`src/rtl/data_router_pkg.sv`:
```
// Types shared across the data router: reg_array commands and sequencer states.
package data_router_pkg;

    typedef enum logic [1:0] {
        BUFIN = 2'b00,
        SHIFT = 2'b01,
        FIFOI = 2'b10,
        HOLD  = 2'b11
    } reg_cmd_e;

    typedef enum logic [2:0] {
        IDLE,
        FETCH,
        LOAD,
        WIN,
        DONE
    } seq_state_e;

    // Index width for a counter over n positions, never narrower than one bit.
    function automatic int idx_width(input int n);
        return (n > 1) ? $clog2(n) : 1;
    endfunction

endpackage

```
`src/rtl/reg_array_seq_if.sv`:
```
// Sequencer-side bus: buffer read, FIFO pop, reg_array command and PE window handshake.
interface reg_array_seq_if #(
    parameter int AW = 10,
    parameter int RW = 8,
    parameter int KW = 2
);
    import data_router_pkg::*;

    logic          o_buf_rd_en;
    logic [AW-1:0] o_buf_rd_addr;
    logic          o_fifo_rd_en;
    logic          i_fifo_empty;
    reg_cmd_e      o_reg_array_cmd;
    logic          o_pe_valid;
    logic          i_pe_ready;
    logic [KW-1:0] o_kx;
    logic [KW-1:0] o_ky;
    logic [RW-1:0] o_oy;

    modport master (
        output o_buf_rd_en, o_buf_rd_addr, o_fifo_rd_en, o_reg_array_cmd,
               o_pe_valid, o_kx, o_ky, o_oy,
        input  i_fifo_empty, i_pe_ready
    );

    modport slave (
        input  o_buf_rd_en, o_buf_rd_addr, o_fifo_rd_en, o_reg_array_cmd,
               o_pe_valid, o_kx, o_ky, o_oy,
        output i_fifo_empty, i_pe_ready
    );

endinterface

```
`src/rtl/reg_array_seq.sv`:
```
// Command sequencer for one reg_array: fetches kernel rows, shifts through every
// horizontal kernel position and presents each window to the PE row.
//
// state | meaning
// IDLE  | waiting for start, reg_array held
// FETCH | issue buffer read or FIFO pop for kernel row ky
// LOAD  | fetched row lands in reg_array (BUFIN/FIFOI)
// WIN   | window (oy,ky,kx) valid for the PEs
// DONE  | one-cycle job-complete pulse
module reg_array_seq
    import data_router_pkg::*;
#(
    parameter int KSIZE    = 3,
    parameter int STRIDE   = 1,
    parameter int AW       = 10,
    parameter int RW       = 8,
    parameter int USE_FIFO = 1
) (
    input  logic          clk,
    input  logic          rst,
    input  logic          i_start,
    input  logic [RW-1:0] i_rows,
    input  logic [AW-1:0] i_base_addr,
    output logic          o_busy,
    output logic          o_done,
    reg_array_seq_if.master bus
);
    localparam int            KW       = idx_width(KSIZE);
    localparam logic [KW-1:0] K_LAST   = KW'(KSIZE - 1);
    localparam logic [AW-1:0] STRIDE_A = AW'(STRIDE);

    seq_state_e    state, state_nx;
    logic [RW-1:0] rows_q, oy, oy_nx;
    logic [AW-1:0] base_q;
    logic [KW-1:0] kx, kx_nx, ky, ky_nx;
    logic          from_fifo, last_kx, last_ky, last_oy;

    assign from_fifo = (USE_FIFO != 0) && (ky != '0);
    assign last_kx   = (kx == K_LAST);
    assign last_ky   = (ky == K_LAST);
    assign last_oy   = (oy == rows_q - 1'b1);

    always_ff @(posedge clk) begin
        if (rst) begin
            state  <= IDLE;
            rows_q <= '0;
            base_q <= '0;
            oy     <= '0;
            ky     <= '0;
            kx     <= '0;
        end else begin
            state <= state_nx;
            oy    <= oy_nx;
            ky    <= ky_nx;
            kx    <= kx_nx;
            if (state == IDLE && i_start) begin
                rows_q <= i_rows;
                base_q <= i_base_addr;
            end
        end
    end

    always_comb begin
        state_nx            = state;
        oy_nx               = oy;
        ky_nx               = ky;
        kx_nx               = kx;
        bus.o_buf_rd_en     = 1'b0;
        bus.o_fifo_rd_en    = 1'b0;
        bus.o_reg_array_cmd = HOLD;
        bus.o_pe_valid      = 1'b0;
        o_done              = 1'b0;
        unique case (state)
            IDLE: begin
                if (i_start) begin
                    oy_nx    = '0;
                    ky_nx    = '0;
                    kx_nx    = '0;
                    state_nx = (i_rows == '0) ? DONE : FETCH;
                end
            end
            FETCH: begin
                if (!from_fifo) begin
                    bus.o_buf_rd_en = 1'b1;
                    state_nx        = LOAD;
                end else if (!bus.i_fifo_empty) begin
                    bus.o_fifo_rd_en = 1'b1;
                    state_nx         = LOAD;
                end
            end
            LOAD: begin
                if (from_fifo) bus.o_reg_array_cmd = FIFOI;
                else           bus.o_reg_array_cmd = BUFIN;
                kx_nx    = '0;
                state_nx = WIN;
            end
            WIN: begin
                bus.o_pe_valid = 1'b1;
                // Without ready the command stays HOLD so the window cannot move.
                if (bus.i_pe_ready) begin
                    if (!last_kx) begin
                        bus.o_reg_array_cmd = SHIFT;
                        kx_nx               = kx + 1'b1;
                    end else if (!last_ky) begin
                        ky_nx    = ky + 1'b1;
                        state_nx = FETCH;
                    end else if (!last_oy) begin
                        oy_nx    = oy + 1'b1;
                        ky_nx    = '0;
                        state_nx = FETCH;
                    end else begin
                        state_nx = DONE;
                    end
                end
            end
            DONE: begin
                o_done   = 1'b1;
                state_nx = IDLE;
            end
            default: state_nx = IDLE;
        endcase
    end

    // Address wraps modulo 2^AW by truncation.
    assign bus.o_buf_rd_addr = bus.o_buf_rd_en ? (base_q + AW'(oy) * STRIDE_A + AW'(ky)) : '0;
    assign bus.o_kx          = (state == WIN) ? kx : '0;
    assign bus.o_ky          = (state == WIN) ? ky : '0;
    assign bus.o_oy          = (state == WIN) ? oy : '0;
    assign o_busy            = (state != IDLE);

endmodule

```
`src/flat_wrapper.sv`:
```
// flat-port wrapper written by rule: the top's interface ports become plain ports
module reg_array_seq_flat import data_router_pkg::*;
#(
    parameter int KSIZE    = 3,
    parameter int STRIDE   = 1,
    parameter int AW       = 10,
    parameter int RW       = 8,
    parameter int USE_FIFO = 1
)
  (clk, rst, i_start, i_rows, i_base_addr, o_busy, o_done, bus_o_buf_rd_en, bus_o_buf_rd_addr, bus_o_fifo_rd_en, bus_o_reg_array_cmd, bus_o_pe_valid, bus_o_kx, bus_o_ky, bus_o_oy, bus_i_fifo_empty, bus_i_pe_ready);
  reg_array_seq_if #(.AW(AW), .RW(RW), .KW(2)) bus_i ();
  input  logic clk;
  input  logic rst;
  input  logic i_start;
  input  logic [RW-1:0] i_rows;
  input  logic [AW-1:0] i_base_addr;
  output logic o_busy;
  output logic o_done;
  output wire logic [$bits(bus_i.o_buf_rd_en)-1:0] bus_o_buf_rd_en;
  output wire logic [$bits(bus_i.o_buf_rd_addr)-1:0] bus_o_buf_rd_addr;
  output wire logic [$bits(bus_i.o_fifo_rd_en)-1:0] bus_o_fifo_rd_en;
  output wire logic [$bits(bus_i.o_reg_array_cmd)-1:0] bus_o_reg_array_cmd;
  output wire logic [$bits(bus_i.o_pe_valid)-1:0] bus_o_pe_valid;
  output wire logic [$bits(bus_i.o_kx)-1:0] bus_o_kx;
  output wire logic [$bits(bus_i.o_ky)-1:0] bus_o_ky;
  output wire logic [$bits(bus_i.o_oy)-1:0] bus_o_oy;
  input wire logic [$bits(bus_i.i_fifo_empty)-1:0] bus_i_fifo_empty;
  input wire logic [$bits(bus_i.i_pe_ready)-1:0] bus_i_pe_ready;
  assign bus_o_buf_rd_en = bus_i.o_buf_rd_en;
  assign bus_o_buf_rd_addr = bus_i.o_buf_rd_addr;
  assign bus_o_fifo_rd_en = bus_i.o_fifo_rd_en;
  assign bus_o_reg_array_cmd = bus_i.o_reg_array_cmd;
  assign bus_o_pe_valid = bus_i.o_pe_valid;
  assign bus_o_kx = bus_i.o_kx;
  assign bus_o_ky = bus_i.o_ky;
  assign bus_o_oy = bus_i.o_oy;
  assign bus_i.i_fifo_empty = bus_i_fifo_empty;
  assign bus_i.i_pe_ready = bus_i_pe_ready;
  reg_array_seq #(.KSIZE(KSIZE), .STRIDE(STRIDE), .AW(AW), .RW(RW), .USE_FIFO(USE_FIFO)) u_core (.clk(clk), .rst(rst), .i_start(i_start), .i_rows(i_rows), .i_base_addr(i_base_addr), .o_busy(o_busy), .o_done(o_done), .bus(bus_i));
endmodule
```
`config.mk`:
```
export PLATFORM = sky130hd
export DESIGN_NAME = reg_array_seq_flat
export DESIGN_NICKNAME = d
export VERILOG_FILES = /design/src/rtl/data_router_pkg.sv /design/src/rtl/reg_array_seq_if.sv /design/src/rtl/reg_array_seq.sv /design/src/flat_wrapper.sv
export SDC_FILE = /design/constraint.sdc
export NUM_CORES = 1
export LEC_CHECK = 0
export CAP_MARGIN = 20
export CORE_MARGIN = 5
export CORE_UTILIZATION = 41
export CTS_CLUSTER_SIZE = 14
export DETAILED_ROUTE_END_ITERATION = 10
export DONT_BUFFER_PORTS = 1
export HOLD_SLACK_MARGIN = 0.12
export PLACE_DENSITY = 0.61
export SYNTH_ARGS = -nofsm -noshare
export SYNTH_HDL_FRONTEND = slang
export SYNTH_SLANG_ARGS = --single-unit
```
`constraint.sdc`:
```
create_clock -name clk -period 7.65 [get_ports clk]
set_input_delay 1.53 -clock clk [delete_from_list [all_inputs] [get_ports clk]]
set_output_delay 1.53 -clock clk [all_outputs]
set_load 0.01 [all_outputs]
```
Word-level counts from Yosys, hierarchy flattened
Index checks and enable logic that the tools add are counted.
Word-level totals
  flip-flop bits (word level): 33
  bits in latches: 0
  bits in writable memories: 0
  ROM bits: 0
  input bits: 23
  output and inout port bits: 29
  word-level logic and storage cells: 77
  memories: 0
Operators by class
  add/sub/neg operators: 6
  $mul: 0
  divide/modulo/power cells: 0
  magnitude comparators: 0
  equality and inequality tests: 15
  shifts and indexed selects: 0
  multiplexer cells: 39
  bitwise logic cells: 0
  reduce and logical (&&, ||, !) cells: 11
Operators with widths (number)
  2-to-1 mux 8 bit: 6
  2-to-1 mux 2 bit: 12
  2-to-1 mux 3 bit: 8
  case mux 8 bit (2 select lines): 1
  case mux 3 bit (4 select lines): 1
  adder 10 x 2 -> 10 bit: 1
  adder 10 x 8 -> 10 bit: 1
  2-to-1 mux 10 bit: 1
  adder 8 x 1 -> 8 bit, second input constant: 1
  equality test 8 bit: 1
  zero test 8 bit: 1
  inequality test 2 bit, second input constant: 4
  case mux 2 bit (2 select lines): 2
  AND reduction 4 bit: 2
  subtractor 8 x 1 -> 8 bit, second input constant: 1
  2-to-1 mux 1 bit: 7
  equality test 3 x 2 -> 1 bit, second input constant: 2
  inequality test 3 bit, second input constant: 2
  case mux 2 bit (3 select lines): 1
  AND reduction 6 bit: 1
  nonzero test 3 bit: 2
  AND reduction 5 bit: 1
  adder 2 x 1 -> 2 bit, second input constant: 2
  equality test 2 bit, second input constant: 2
  other kinds (6): 8

Depth between registers and ports, before layout
  word-level depth: 7
  gate-level depth with buffers: 11
  depth with buffers taken out: 11

Worst setup path after synthesis
Ideal clock, no wire load.
  path kind: register to output
  start: register u_core.ky[1]
  end: output bus_o_buf_rd_addr[9]
  data arrival time: 2.358 ns
  required time: 6.120 ns
  setup slack: 3.762 ns
  cell stages (with the launch flop): 12
  path buffers: 0
  path through: dfxtp_1 > fa_1 > ha_1 > inv_1 > fa_1 > nor2b_1 > o21ai_0 > a21oi_1 > o21ai_0 > a21oi_1 > xnor2_1 > nor2_1
On the way
  longest elaborated chain between the ends: 4
  elaborated cells on any way between the ends: 5
  classes of those cells: add/sub (1); mux (3); reduce/logical (1)
Ends and longest elaborated chain
  from (decl): RTL line reg_array_seq.sv:35  | logic [KW-1:0] kx, kx_nx, ky, ky_nx;
  from (signal assigned): RTL line reg_array_seq.sv:54  | ky <= ky_nx;
  branches (longest 3 deep; another with adder 10 x 2 -> 10 bit)
  2-to-1 mux 10 bit (*): RTL line reg_array_seq.sv:125  | assign bus.o_buf_rd_addr = bus.o_buf_rd_en ? (base_q + AW'(oy) * STRIDE_A + AW'(ky)) : '0;
  to (decl): RTL line flat_wrapper.sv:20  | output wire logic [$bits(bus_i.o_buf_rd_addr)-1:0] bus_o_buf_rd_addr;
Mark *: on every way between the ends.

Worst setup path after layout
Ends and elaborated chain as after synthesis.

==> run_results.csv <==
group,metric,value,unit
grt,grt_start_max_net_pins,30,
synth,synth_nets,339,
place,port-buffer-count,0,
floorplan,coreArea,5439,um^2
clock_tree,htreeDepth,2,
synth,synth_compound_area_frac,0.1744,
timing,fmaxAchievable,0.2247,GHz
synth,ys.flop_type,"dfxtp_1",
layout,drive_above_1_share,0.04811,
synth,yosysWarnings,0,
synth,yosysTopAreaCellShare,0.2924,
timing,setup_viol,0,
grt,grtUsageTotal,0.1598,
timing,relSlewSlack,0.4101,
place,dp_cells,355,
synth,synth_edf_count,0,
clock_tree,clk_pin_slew_worst_paths,0.08,ns
synth,synth-simple-area-share,0.2946,
worst_hold_path,min_path_type,"reg2reg",
synth,synth_fa_ha_area_frac,0.1207,
layout,final_common_cell,"nand2_1",
timing,slew_violations,0,
layout,n_antenna_cell,0,
grt,grt_pass1_wl,9.287,mm
drt,totalWireLength,5.641,mm
grt,grt-ovfl-total,0,
pwr,power,0.4496,mW
pwr,power_density,188.7,nW/um^2
clock_tree,cts_setup_buffers,0,
clock_tree,worstSkewPairLatency,0.29,ns
layout,utilization,0.4380,
setup_path,crit_fanout,8,
setup_path,crit_start,"u_core.ky[1]$_SDFFE_PP0P_",
drt,drt-initial-drc-count,57,
floorplan,die_w,84.24,um
timing,finalHoldViolations,0,
synth,ys_types,45,
drt,first_pass_iters,4,
grt,antenna_found_initial,0,
setup_path,r2r_slack,4.48,ns
setup_path,r2r-start,"u_core.state[1]$_SDFFE_PP0P_",
drt,viasPerCell,5.658,
clock_tree,numClockSinks,33,
synth,syn_area,2260,um^2
setup_path,cp.required,6.12,ns
place,pre_cts_slack,3.521,ns
layout,fin_nets,333,
setup_path,end_kind,"output port",
drt,ant_nets,0,
synth,synth_area_leaders,"dfxtp_1 29%, ha_1 9.4%, nand2_1 8.1%",
synth,synth.avg_cell_area,7.634,um^2
layout,final_design_area_no_fill,2382,um^2
timing,worstMarginPinSlew,0.8848,ns
drt,vias,2054,
clock_tree,root_buffer,"clkbuf_8",
synth,syn_inst,296,
clock_tree,cts_resized,0,
timing,rsz0062_at_grt,"false",
setup_path,crit_end,"bus_o_buf_rd_addr[9]",
synth,async_flop_share,0,
place,gp_congestion,0.8107,
drt,drc,0,
setup_path,critPathLaunchType,"flop",
place,dpl_cell_area,2300,um^2
layout,n_fill_cell,558,
clock_tree,clk_path_buf_depth,2,
clock_tree,hold_buffers,0,
synth,synth_area_leader_cell,"dfxtp_1",
timing,hold-worst-slack,0.4580,ns
synth,synth.area.mux_share,0.01772,
floorplan,rows,27,
floorplan,die_h,84.24,um
layout,fin_cells,363,
setup_path,arrival,2.92,ns
setup_path,critical_path_class,"reg2out",
place,dp_hpwl,4.257,mm
setup_path,r2r_cells,8,
floorplan,start_util,0.4155,
timing,setup_slack,3.200,ns
layout,syn2layout_area_growth,5.426,%
synth,ys_seq_area_frac,0.2924,
clock_tree,cts_buffers,5,
clock_tree,cts_tree,"built",
timing,setup-tns-final,0,ns
floorplan,die_area,7096,um^2
grt,first_global_vias,1956,
synth,synth-xor-area-share,0.05814,
floorplan,io_pins,52,
layout,layout_common_cells,"49 x nand2_1, 33 x dfxtp_1, 29 x a21oi_1",
pwr,ir_drop,0.09724,mV
pwr,p_leak,0.9324,nW
job,maxCapViolCount,0,
timing,period_needed,4.450,ns
synth,synth_top_family_by_area,"simple AND/OR/NAND/NOR gates",
timing,skew,0.01180,ns
timing,finalCritPeriodShare,0.5818,
status,status,"finished clean",
setup_path,crit-reg2reg-capture,"u_core.oy[7]$_SDFFE_PP0P_",
drt,wl_per_cell,15.54,um
synth,ys_ff_latch,33,
where the power goes:
group | internal, mW | switching, mW | total [mW]
Sequential | 0.185 | 0.0194 | 0.204
Combinational | 0.0426 | 0.0719 | 0.115
Clock | 0.0631 | 0.0677 | 0.131
Total | 0.291 | 0.159 | 0.450
registers in the layout, summed over array words and instances (netlist names):
register       cells
u_core.rows_q      8
u_core.oy          8
u_core.ky          2
u_core.kx          2
u_core.state       3
u_core.base_q     10
area by class of cell:
type | instances | area, um^2 | share of cell area
tap | 72 | 90.09 | 0.03782
clock buffer | 6 | 72.57 | 0.03046
clock inverter | 2 | 10.01 | 0.004202
multi-input combinational | 238 | 1504 | 0.6313
inverter | 12 | 45.04 | 0.01891
sequential | 33 | 660.6 | 0.2773
synthesized netlist by cell type, types with 3 or more instances:
cell      count
mux2i_1       4
o21ai_0       6
fa_1          3
xnor2_1      10
ha_1         17
nor4_1        4
nand2b_1      5
nor2_1       28
a31oi_1       4
nor3_1        9
nand2_1      49
o211ai_1      3
inv_1        12
nor2b_1       4
dfxtp_1      33
nand4_1       3
nand3_1       8
xor2_1        5
a21oi_1      29
or3_1         5
and3_1       11
clkbuf_1     12
and2_1        3
o31ai_1       3
metal layers:
layer / wire length (um) / vias up / GRT usage
met3: 291 / 7 / 0.04809
li1: - / 1026 / -
met5: 0 / - / 0
met4: 67 / 0 / 0.04386
met2: 2884 / 39 / 0.2877
met1: 2397 / 982 / 0.1822
kinds of logic (layout without fill, tap and decap cells):
logic type                 count (synthesis)  count (layout)
and+or+nand+nor                          138             138
AOI/OAI and AO/OA                         61              61
DFF                                       33              33
buffers and inverters                     25              20
adders and majority gates                 20              20
xor gates and xnor gates                  15              15
muxes                                      4               4
critical path: stages (launching register included):
cell,delay (ns)
dfxtp_1,0.40
fa_1,0.57
ha_1,0.17
inv_1,0.06
fa_1,0.38
nor2b_1,0.15
o21ai_0,0.12
a21oi_1,0.19
o21ai_0,0.12
a21oi_1,0.19
xnor2_1,0.09
nor2_1,0.19
worst min path at each step:
stage	cells after the start	end	startpoint
after floorplan	2	u_core.base_q[2]$_SDFFE_PP0P_	u_core.base_q[2]$_SDFFE_PP0P_
after global placement	2	u_core.base_q[2]$_SDFFE_PP0P_	u_core.base_q[2]$_SDFFE_PP0P_
after detailed placement	2	u_core.base_q[5]$_SDFFE_PP0P_	u_core.base_q[5]$_SDFFE_PP0P_
after CTS	2	u_core.base_q[5]$_SDFFE_PP0P_	u_core.base_q[5]$_SDFFE_PP0P_
after global routing	2	u_core.base_q[7]$_SDFFE_PP0P_	u_core.base_q[7]$_SDFFE_PP0P_
final	2	u_core.base_q[5]$_SDFFE_PP0P_	u_core.base_q[5]$_SDFFE_PP0P_
No activity file was read; power rests on OpenSTA's default activity.
